===== config.mk =====
export PLATFORM = sky130hd
export DESIGN_NAME = ripple_carry_adder_subtractor
export DESIGN_NICKNAME = d
export VERILOG_FILES = /design/src/rtl/ripple_carry_adder_subtractor.sv
export SDC_FILE = /design/constraint.sdc
export NUM_CORES = 1
export LEC_CHECK = 0
export ABC_AREA = 1
export ABC_CLOCK_PERIOD_IN_PS = 2500
export BUFFER_PORTS_ARGS = -buffer_cell sky130_fd_sc_hd__buf_2
export CAP_MARGIN = 20
export CORE_AREA = 4 4 41 43
export CTS_BUF_LIST = sky130_fd_sc_hd__clkbuf_16
export DETAILED_ROUTE_END_ITERATION = 6
export DIE_AREA = 0 0 45 47
export MAX_ROUTING_LAYER = met4
export SLEW_MARGIN = 0
export SYNTH_ARGS = -nofsm -noshare
export SYNTH_HDL_FRONTEND = slang
export SYNTH_SLANG_ARGS = --single-unit

===== constraint.sdc =====
create_clock -name clk -period 2.5 [get_ports clk]
set_input_delay 0.375 -clock clk [delete_from_list [all_inputs] [get_ports clk]]
set_output_delay 0.375 -clock clk [all_outputs]
set_load 0.005 [all_outputs]

===== src/rtl/ripple_carry_adder_subtractor.sv =====
// Two's-complement adder/subtractor built from an explicit ripple chain of
// full adders, with registered outputs and a one-cycle latency.
// When ctrl=1, B is inverted and the chain carry-in is 1, which gives A - B.
// Cout is the raw carry out of the MSB stage. It is never turned into a borrow.
// Optional feature: define RCAS_OVERFLOW_EN to add a registered signed-overflow
// output named Overflow.

module rcas_full_adder (
    input  logic a,
    input  logic b,
    input  logic cin,
    output logic sum,
    output logic cout
);
    assign sum  = a ^ b ^ cin;
    assign cout = (a & b) | (a & cin) | (b & cin);
endmodule

module ripple_carry_adder_subtractor #(
    parameter int WIDTH = 4
) (
    input  logic             clk,
    input  logic             rst,
    input  logic [WIDTH-1:0] A,
    input  logic [WIDTH-1:0] B,
    input  logic             ctrl,
    input  logic             in_valid,
    output logic [WIDTH-1:0] S,
    output logic             Cout,
`ifdef RCAS_OVERFLOW_EN
    output logic             Overflow,
`endif
    output logic             out_valid
);

    // Effective B operand and carry chain. carry[0] is the chain carry-in.
    logic [WIDTH-1:0] b_eff;
    logic [WIDTH:0]   carry;
    logic [WIDTH-1:0] sum_next;

    logic [WIDTH-1:0] s_reg;
    logic             cout_reg;
    logic             valid_reg;

    assign carry[0] = ctrl;

    // One full-adder stage per bit. The carry ripples from the LSB upward.
    generate
        for (genvar gi = 0; gi < WIDTH; gi++) begin : g_stage
            assign b_eff[gi] = B[gi] ^ ctrl;

            rcas_full_adder u_fa (
                .a    (A[gi]),
                .b    (b_eff[gi]),
                .cin  (carry[gi]),
                .sum  (sum_next[gi]),
                .cout (carry[gi+1])
            );
        end
    endgenerate

    // Result registers. Reset wins over a valid input.
    // When in_valid is low, the result holds its last value.
    always_ff @(posedge clk) begin
        if (rst) begin
            s_reg     <= '0;
            cout_reg  <= 1'b0;
            valid_reg <= 1'b0;
        end else begin
            valid_reg <= in_valid;
            if (in_valid) begin
                s_reg    <= sum_next;
                cout_reg <= carry[WIDTH];
            end
        end
    end

`ifdef RCAS_OVERFLOW_EN
    logic ovf_next;
    logic ovf_reg;

    // Signed overflow: the carry into the MSB differs from the carry out of it.
    assign ovf_next = carry[WIDTH] ^ carry[WIDTH-1];

    // Overflow loads, holds and resets exactly like Cout.
    always_ff @(posedge clk) begin
        if (rst) begin
            ovf_reg <= 1'b0;
        end else if (in_valid) begin
            ovf_reg <= ovf_next;
        end
    end

    assign Overflow = ovf_reg;
`endif

    assign S         = s_reg;
    assign Cout      = cout_reg;
    assign out_valid = valid_reg;

endmodule


# Word level (Yosys, flattened, before mapping)
# Index checks and enable logic that the tools add are counted.
# totals
regBits	6
word_cells	35
out_inout_bits	6
# op_classes
bitwise	32
# ops
op	n
$and 1x1->1	12
$xor 1x1->1	12
$or 1x1->1	8

# Depth between registers and ports, before layout
# logic_depth
depth_word	13
mapped_depth	10
mapped_depth_nobuf	10

# Modules after synthesis
# A second synthesis with hierarchy kept.
# unflattened
cells_unflattened	43
hier_area_um2	351.6
# modules_own_cells
module	area_each_um2	n_inst	cells_per_inst
ripple_carry_adder_subtractor	271.5	1	39
rcas_full_adder	20.0	4	1

# Least setup slack after synthesis
# OpenSTA, ideal clock, no wires.
# synth_path
kind	input port to flip-flop
startpoint	input ctrl
endpoint	register s_reg[3], in the netlist S[3]
arrival_ps	1781
slack_ps	649
path_stages	8
n_path_buf	0
path_cell_list	xor2_1 -> fa_1 -> inv_1 -> fa_1 -> inv_1 -> fa_1 -> nand2_1 -> a21oi_1
# synth_between
elab_chain_len	11
word_cells_on_any_way	21
# synth_rtl
element	line	source
start, declared	26	input logic ctrl,
$xor 1x1->1	50	assign b_eff[gi] = B[gi] ^ ctrl;
$and 1x1->1	16	assign cout = (a & b) | (a & cin) | (b & cin);
$or 1x1->1 (2 in a row)	16	
$and 1x1->1	16	
$or 1x1->1 (2 in a row)	16	
$and 1x1->1	16	
$or 1x1->1 (2 in a row)	16	
$xor 1x1->1 *	15	assign sum = a ^ b ^ cin;
net g_stage[3].u_fa.sum	12	output logic sum,
end signal, assigned	72	s_reg <= sum_next;
end, declared	41	logic [WIDTH-1:0] s_reg;
# Mark *: on every way through the listed nets, which the timed path passes. The rest lies on a longest branch.
# A chain may end at the register's enable or synchronous reset.

# Worst setup path after layout
# Ends and elaborated chain as after synthesis.

==> impl_metrics.tcl <==
set metrics [dict create \
    drt-pass1-iter-count 4 \
    synth_edf_count 0 \
    p_sw_share_pct 19.60 \
    die_w_um 45 \
    multi_input_area_um2 171.4 \
    num_rows 13 \
    syn-mean-instance-area_um2 8.438 \
    initial_utilization_pct 25.29 \
    globalplace.congestion 0.6298 \
    yosysTopAreaCell "dfxtp_1" \
    async_reset_ff_share_pct 0 \
    crit_arrival_ns 1.99 \
    irDropWorstVdd_uv 259.0 \
    syn-cell-area_um2 329.1 \
    fin_worst_skew_ns 0 \
    rsz0062_at_grt "no" \
    drv_slew 0 \
    required_ns 2.66 \
    relSlewSlack_pct 87.05 \
    nets 75 \
    min_to "S[3]$_SDFFE_PP0P_" \
    worst_pin_slew_ns 0.1929 \
    io_buffers 17 \
    grt-ovfl-total 0 \
    grt_usage_pct 7.243 \
    min_period_ns 1.828 \
    drc 0 \
    min_path_cells 2 \
    cts_resized 0 \
    grt_pass1_vias 258 \
    viasPerCell 4.041 \
    placeableCoreArea_mm2 0.001301 \
    vias 295 \
    seq_area_um2 120.1 \
    finalHoldViolations 0 \
    grt_pass1_wl_um 952 \
    status "finished, final reports clean" \
    ys_seq_area_share_pct 36.50 \
    io_pins 18 \
    die_h_um 47 \
    cts_sinks 6 \
    synth_seq_cells 6 \
    p_int_w 0.0003380 \
    fillers 141 \
    finalSetupViolCount 0 \
    die-area_mm2 0.002115 \
    ctsHoldBuffers 0 \
    setup_tns_ns 0 \
    fin_area_um2 496.7 \
    worst_setup_path_end_kind "flip-flop" \
    power_switching_w 0.00008240 \
    r2r_cells 4 \
    ys_warn_count 0 \
    min_period_over_period_pct 73.13 \
    cts_tree "yes" \
    post_cts_buffers 0 \
    critPathMaxFanout 4 \
    drtIter0Drc 5 \
    cts_buffers 3 \
    placed_area_um2 421.7 \
    yosysTopAreaCellShare_pct 36.50 \
    drt_wl_total_um 633 \
    p_seq_share_pct 25.9 \
    h-tree-depth 1 \
    syn_nets 54 \
    ant_nets 0 \
    hpwl_um 517 \
    syn_to_final_growth_pct 50.95 \
    holdCritPathClass "input port to flip-flop" \
    crit_type "input port to flip-flop" \
    drive_gt1_share_pct 36.21 \
    avgRoutedWirePerCell_um 8.671 \
    reg2reg_to "S[0]$_SDFFE_PP0P_" \
    comb_power_share_pct 13.4 \
    regToRegSetupSlack_ns 1.89 \
    grt_antenna_before_repair 0 \
    drv_cap 0 \
    yosysMostFrequentCell "nand2_1" \
    hp-start "rst" \
    ys_types 13 \
    cellPowerDensity_mw_per_mm2 846.4 \
    power.leakage_nw 0.2660 \
    p_clk_share_pct 60.7 \
    antenna-diode-count 0 \
    synth_common_cells "nand2_1 (9), dfxtp_1 (6), inv_1 (6)" \
    cts_max_path_buffers 2 \
    cts_root_buf "clkbuf_16" \
    cp-start-kind "input port" \
    clk_pin_slew_worst_paths_ns 0.03 \
    insertion_delay_ns 0.22 \
    synth_area_leaders "dfxtp_1 (37%), fa_1 (18%), nand2_1 (10%)" \
    max_freq_ghz 0.5469 \
    syn_inst 39 \
    grt_max_degree 9 \
    r2r_start "S[0]$_SDFFE_PP0P_" \
    synthFlopType "dfxtp_1" \
]
metrics by stage:
| stage | total power, W | utilization (%) | hold WS [ns] | setup slack, ns | cells |
|---|---|---|---|---|---|
| final | 0.0004204 | 38.17 | 0.3842 | 0.6716 | 73 |
| after global placement | 0.0001677 | 32.40 | 0.4483 | 0.4434 | 70 |
| after detailed placement | 0.0001679 | 32.40 | 0.4521 | 0.4211 | 70 |
| after floorplan | 0.0001439 | - | 0.4441 | 0.6492 | 39 |
| after CTS | 0.0004256 | 38.17 | 0.3888 | 0.6503 | 73 |
| after global routing | 0.0004367 | 38.17 | 0.4017 | 0.5701 | 73 |
final cells by class:
type	count	share of cell area [%]
multi-input cells	25	34.51
flip-flops and latches	6	24.18
repair buffers	17	17.13
clock buffers	3	15.11
inverters	7	5.290
well taps	15	3.778
power groups by stage:
stage / sequential, W / combinational [W] / clock (W)
after global placement: 0.000111 / 0.0000572 / 0
after global routing: 0.000110 / 0.0000646 / 0.000262
final: 0.000109 / 0.0000562 / 0.000255
after CTS: 0.000109 / 0.0000577 / 0.000259
after floorplan: 0.000112 / 0.0000323 / 0
after detailed placement: 0.000110 / 0.0000574 / 0
cell usage in the layout (no fill, tap or decap), drive strengths merged:
cell type / count
buf: 17
nand2: 9
inv: 7
dfxtp: 6
a21oi: 4
nor2: 3
fa: 3
clkbuf: 3
xor2: 2
o21a: 1
xnor2: 1
nand3: 1
o21bai: 1
per-layer routing:
metal	up-vias	wire [um]	GRT usage [%]
met5	-	0	-
met1	123	291	7.692
met3	2	88	4.598
li1	154	-	-
met2	16	236	8.757
met4	0	15	7.018
worst max-delay path by stage:
stage / start / depth (start not counted) / slack (ns) / end
2_1_floorplan: ctrl / 8 / 0.65 / S[3]$_SDFFE_PP0P_
3_3_place_gp: ctrl / 9 / 0.44 / S[3]$_SDFFE_PP0P_
3_5_place_dp: ctrl / 9 / 0.42 / S[3]$_SDFFE_PP0P_
4_1_cts: ctrl / 9 / 0.65 / S[3]$_SDFFE_PP0P_
5_1_grt: ctrl / 9 / 0.57 / S[3]$_SDFFE_PP0P_
6_report: ctrl / 9 / 0.67 / S[3]$_SDFFE_PP0P_
logic make-up after synthesis:
group | count (synthesis) | synth area share (%)
simple gates | 13 | 15.21
buf+inv | 8 | 11.41
compound gates | 6 | 10.65
flops | 6 | 36.50
xor+xnor | 3 | 7.986
fa+ha+maj | 3 | 18.25
flip-flops by register name (all words and copies together), names as in the netlist:
| name | cells |
|---|---|
| S | 4 |
| Cout | 1 |
| out_valid | 1 |
worst max-delay path, stage by stage:
cell	delay (ns)
buf_2	0.13
xor2_1	0.18
fa_1	0.39
inv_1	0.07
fa_1	0.16
inv_1	0.05
fa_1	0.47
nand2_1	0.05
a21oi_1	0.12
Note: power is estimated with default switching activity, not from simulation.
